[src/rtl/gpio_uart_tx.sv]
// Change-triggered GPIO trace: queues each new gpio_in value and sends it LSB byte first on 8N1.
// Define GPIO_UART_HEADER_EN to prefix every word with a 0xA5 sync byte.
module gpio_uart_tx #(
  parameter int unsigned CLKS_PER_BIT = 434,
  parameter int unsigned DEPTH        = 4
) (
  input  logic                         clk,
  input  logic                         rst,
  input  logic [31:0]                  gpio_in,
  output logic                         tx,
  output logic                         busy,
  output logic [$clog2(DEPTH+1)-1:0]   fifo_level,
  output logic                         overflow
);

  localparam int unsigned PtrW  = $clog2(DEPTH);
  localparam int unsigned LvlW  = $clog2(DEPTH + 1);
  localparam int unsigned BaudW = $clog2(CLKS_PER_BIT);
`ifdef GPIO_UART_HEADER_EN
  localparam int unsigned NumBytes = 5;
`else
  localparam int unsigned NumBytes = 4;
`endif
  localparam int unsigned ShiftW = 8 * NumBytes;

  typedef enum logic [1:0] {StIdle, StStart, StData, StStop} state_e;

  logic [31:0]     prev_q;
  logic [31:0]     mem_q [DEPTH];
  logic [PtrW-1:0] wr_ptr_q, rd_ptr_q;
  logic [LvlW-1:0] level_q;
  logic            overflow_q;

  state_e            state_q, state_d;
  logic [BaudW-1:0]  baud_q, baud_d;
  logic [2:0]        bit_q, bit_d;
  logic [2:0]        byte_q, byte_d;
  logic [ShiftW-1:0] shift_q, shift_d;
  logic              tx_q, tx_d;

  logic push, pop, full, empty, wr_en, baud_last;

  assign push      = (gpio_in != prev_q);
  assign full      = (level_q == LvlW'(DEPTH));
  assign empty     = (level_q == '0);
  assign pop       = (state_q == StIdle) && !empty;
  // A full FIFO still accepts a push when the same edge frees a slot.
  assign wr_en     = push && (!full || pop);
  assign baud_last = (baud_q == BaudW'(CLKS_PER_BIT - 1));

  always_ff @(posedge clk or posedge rst) begin
    if (rst) begin
      prev_q     <= '0;
      wr_ptr_q   <= '0;
      rd_ptr_q   <= '0;
      level_q    <= '0;
      overflow_q <= 1'b0;
    end else begin
      prev_q <= gpio_in;
      if (wr_en) wr_ptr_q <= wr_ptr_q + 1'b1;
      if (pop)   rd_ptr_q <= rd_ptr_q + 1'b1;
      if (wr_en && !pop)      level_q <= level_q + 1'b1;
      else if (pop && !wr_en) level_q <= level_q - 1'b1;
      if (push && !wr_en) overflow_q <= 1'b1;
    end
  end

  always_ff @(posedge clk) begin
    if (wr_en) mem_q[wr_ptr_q] <= gpio_in;
  end

  always_comb begin
    state_d = state_q;
    baud_d  = baud_q;
    bit_d   = bit_q;
    byte_d  = byte_q;
    shift_d = shift_q;
    tx_d    = tx_q;
    unique case (state_q)
      StIdle: begin
        tx_d = 1'b1;
        if (!empty) begin
`ifdef GPIO_UART_HEADER_EN
          shift_d = {mem_q[rd_ptr_q], 8'hA5};
`else
          shift_d = mem_q[rd_ptr_q];
`endif
          byte_d  = '0;
          baud_d  = '0;
          state_d = StStart;
          tx_d    = 1'b0;
        end
      end
      StStart: begin
        if (baud_last) begin
          baud_d  = '0;
          bit_d   = '0;
          state_d = StData;
          tx_d    = shift_q[0];
        end else begin
          baud_d = baud_q + 1'b1;
        end
      end
      StData: begin
        if (baud_last) begin
          // Shifting per bit leaves the next byte at the bottom once 8 bits are out.
          baud_d  = '0;
          shift_d = shift_q >> 1;
          if (bit_q == 3'd7) begin
            state_d = StStop;
            tx_d    = 1'b1;
          end else begin
            bit_d = bit_q + 1'b1;
            tx_d  = shift_q[1];
          end
        end else begin
          baud_d = baud_q + 1'b1;
        end
      end
      StStop: begin
        if (baud_last) begin
          baud_d = '0;
          if (byte_q == 3'(NumBytes - 1)) begin
            state_d = StIdle;
            tx_d    = 1'b1;
          end else begin
            byte_d  = byte_q + 1'b1;
            state_d = StStart;
            tx_d    = 1'b0;
          end
        end else begin
          baud_d = baud_q + 1'b1;
        end
      end
      default: begin
        state_d = StIdle;
        tx_d    = 1'b1;
      end
    endcase
  end

  always_ff @(posedge clk or posedge rst) begin
    if (rst) begin
      state_q <= StIdle;
      baud_q  <= '0;
      bit_q   <= '0;
      byte_q  <= '0;
      shift_q <= '0;
      tx_q    <= 1'b1;
    end else begin
      state_q <= state_d;
      baud_q  <= baud_d;
      bit_q   <= bit_d;
      byte_q  <= byte_d;
      shift_q <= shift_d;
      tx_q    <= tx_d;
    end
  end

  assign tx         = tx_q;
  assign busy       = (state_q != StIdle);
  assign fifo_level = level_q;
  assign overflow   = overflow_q;

endmodule

[config.mk]
export PLATFORM = sky130hd
export DESIGN_NAME = gpio_uart_tx
export DESIGN_NICKNAME = d
export VERILOG_FILES = /design/src/rtl/gpio_uart_tx.sv
export SDC_FILE = /design/constraint.sdc
export NUM_CORES = 1
export LEC_CHECK = 0
export BUFFER_PORTS_ARGS = -buffer_cell sky130_fd_sc_hd__buf_4
export CORE_MARGIN = 1.5
export CORE_UTILIZATION = 55
export CTS_BUF_LIST = sky130_fd_sc_hd__clkbuf_4
export DETAILED_ROUTE_END_ITERATION = 10
export GPL_TIMING_DRIVEN = 0
export HOLD_SLACK_MARGIN = 0.06
export PLACE_DENSITY = 0.72
export REMOVE_ABC_BUFFERS = 1
export SETUP_SLACK_MARGIN = 0.4
export SLEW_MARGIN = 20
export SYNTH_ARGS = -nofsm -noshare
export SYNTH_HDL_FRONTEND = slang
export SYNTH_SLANG_ARGS = --single-unit
[constraint.sdc]
create_clock -name clk -period 3.3 [get_ports clk]
set_input_delay 0.495 -clock clk [delete_from_list [all_inputs] [get_ports clk]]
set_output_delay 0.495 -clock clk [all_outputs]
set_load 0.02 [all_outputs]
==> flow_summary.toml <==
[placement]
io_buffers = 39
hpwlAfterDp_um = 10000
dp.cells = 807
pre_cts_slack_ns = 0.0694
place.gp.congestion = 0.690
place_area_um2 = 9390

[layout]
stdcell_area_um2 = 10500
synthToLayoutAreaGrowth_pct = 20.0
final_cells = 939
drive_gt1_frac = 0.256
fin_nets = 735

[run]
drv_cap = 0

[synthesis]
yosys_warnings = 0
syn_area_um2 = 8720
ys_types = 44
synth_top_area_share = 0.441
synth_cells = 572
synth_commonest_cells = "128 x edfxtp_1, 89 x dfrtp_1, 77 x nand2_1"
async_flop_share = 0.413
synth-seq-cells = 218
synth_area_leader_cell = "edfxtp_1"
yosysMostFrequentCell = "edfxtp_1"
avgSynthCellArea_um2 = 15.2
seq_area_frac_synth = 0.699
yosys-top-cells-area = "edfxtp_1 44%, dfrtp_1 26%, mux4_2 8.3%"
ys.flop_type = "edfxtp_1"
synth-edff-count = 128

[clock_tree]
numCtsBuffers = 53
cts_tree = "built"
postCtsSetupBuffers = 0
clockBufferDepth = 3
insertion_delay_ns = 0.66
clock-sinks = 218
path_clk_slew_ns = 0.07
cts-root-buf = "clkbuf_4"
htree_levels = 2

[global_route]
grt_pass1_wl_um = 27200
antenna_found_initial = 1
grt_pass1_vias = 5402
grt_usage = 0.216
grt_max_degree = 47
grt-ovfl-total = 0

[worst_setup_path]
r2r-end = "fifo_level[2]"
crit_path_end_kind = "flip-flop"
crit_start = "gpio_in[16]"
arrival_ns = 3.30
crit_path_end = "fifo_level[1]"
r2r-start = "state_q[0]"
required_ns = 3.83
crit_type = "primary input to flip-flop"
critPathLaunchType = "primary input"
r2r_cells = 10
critPathMaxFanout = 7
ff2ff_setup_slack_ns = 0.60

[routing]
wl_per_cell_um = 17.7
routed_via_density = 5.48
vias = 5142
first_pass_iters = 5
ant_nets = 0
dr.first_iter.drc_count = 320
drc = 0
routed_wl_um = 16600

[sta]
rsz0062_at_grt = "no"
fin_setup_tns_ns = 0
hold_violations = 0
fmax_ghz = 0.360
period_minus_slack_ns = 2.78
relSlewSlack = 0.475
worstMarginPinSlew_ns = 0.782
setup_viol = 0
worst_slack_ns = 0.524
finalCritPeriodShare = 0.841
maxSlewViolCount = 0
skew_ns = 0.0299

[floorplanning]
die_area_um2 = 16600
die_h_um = 129
start_util = 0.569
die_x_um = 129
rows = 45
fp.coreArea_um2 = 15300
ioPinCount = 40

[worst_hold_path]
hp-class = "primary input to async pin"

[outcome]
status = "completed"

[pwr]
peakVddDrop_v = 0.000443
power-per-cell-area_nw_per_um2 = 609
power_mw = 6.37
leakage_nw = 3.97
==> sequential cells by signal, indices dropped and copies added, names as in the netlist <==
register and count:
overflow 1, mem_q 128, shift_q 32, baud_q 9, byte_q 3, state_q 2
rd_ptr_q 2, bit_q 3, wr_ptr_q 2, prev_q 32, tx 1, fifo_level 3
==> area by class of cell <==
class / count / area (µm²)
Sequential cell: 218 / 6100
Timing Repair Buffer: 82 / 846
Clock inverter: 14 / 83.8
Clock buffer: 84 / 631
Inverter: 14 / 58.8
Antenna cell: 1 / 2.50
Tap cell: 211 / 264
Multi-Input combinational cell: 315 / 2470
Fill cell: 1086 / 4850
==> critical path: stages <==
cell,delay (ns)
dlygate4sd3_1,0.54
buf_4,0.16
xnor2_1,0.16
nand4_1,0.19
nor4_2,0.47
a21oi_1,0.28
ha_1,0.28
inv_1,0.07
fa_1,0.40
mux2_2,0.26
==> layout by cell type, fill, tap and decap left out, types with 2 or more instances in the layout <==
| cell type | count |
|---|---|
| or3_1 | 2 |
| a22oi_1 | 2 |
| and2_2 | 4 |
| a21oi_1 | 3 |
| buf_6 | 2 |
| nand2_1 | 77 |
| clkbuf_4 | 84 |
| and3_1 | 5 |
| dlygate4sd3_1 | 33 |
| xnor2_1 | 37 |
| mux4_2 | 32 |
| buf_16 | 6 |
| o22ai_1 | 2 |
| nand3_1 | 4 |
| clkinv_1 | 12 |
| dfrtp_1 | 87 |
| a31oi_1 | 33 |
| nand2b_1 | 2 |
| a22o_1 | 5 |
| inv_1 | 12 |
| nand4_1 | 9 |
| ha_1 | 15 |
| o31ai_1 | 3 |
| buf_4 | 39 |
| o21ai_0 | 17 |
| mux2_2 | 2 |
| a31o_2 | 2 |
| nor2_1 | 39 |
| edfxtp_1 | 128 |
| xor2_1 | 2 |
| nor3_1 | 2 |
==> how the worst min path moves through the flow <==
stage          slack (ns)          end
2_1_floorplan        0.44    baud_q[8]
3_3_place_gp         0.47    baud_q[8]
3_5_place_dp         0.48    baud_q[8]
4_1_cts              0.40    prev_q[4]
5_1_grt              0.42  shift_q[10]
6_report             0.40  shift_q[10]
==> cell families (layout without fill, tap and decap cells) <==
logic type	after synthesis	in the layout	share of synthesized area
simple gates	152	152	0.0763
compound gates	73	73	0.0545
other cells	0	1	0
mux	34	34	0.0852
fa+ha+maj	17	17	0.0253
xor+xnor	39	39	0.0392
buf+inv	39	194	0.0202
flops	218	218	0.699
==> per-stage QoR <==
| step | utilization | hold WS [ns] |
|---|---|---|
| after floorplan | - | 0.444 |
| after global placement | 0.598 | 0.472 |
| after detailed placement | 0.613 | 0.477 |
| after CTS | 0.682 | 0.399 |
| after global routing | 0.683 | 0.416 |
| final | 0.683 | 0.401 |
==> power by group <==
part	total (mW)	internal [mW]	switching [mW]	leakage, nW
clock	2.27	1.23	1.04	0.424
sequential	3.30	3.07	0.229	2.20
combinational	0.800	0.488	0.312	1.34
==> repair_timing <==
| action | 4_1_cts | 5_1_grt |
|---|---|---|
| resized for setup | 1 | 2 |
| hold buffers | 33 | 0 |
| hold endpoints to repair | 204 | 0 |
| setup endpoints to repair | 1 | 2 |
==> layer usage <==
metal / vias up / wire, µm / GRT usage / share of wire
met3: 34 / 789 / 0.0457 / 0.047
met1: 2589 / 7110 / 0.281 / 0.43
met5: - / 0 / 0 / 0
li1: 2379 / - / - / -
met4: 0 / 337 / 0.0899 / 0.020
met2: 140 / 8390 / 0.360 / 0.50
(Power assumes the default switching activity.)
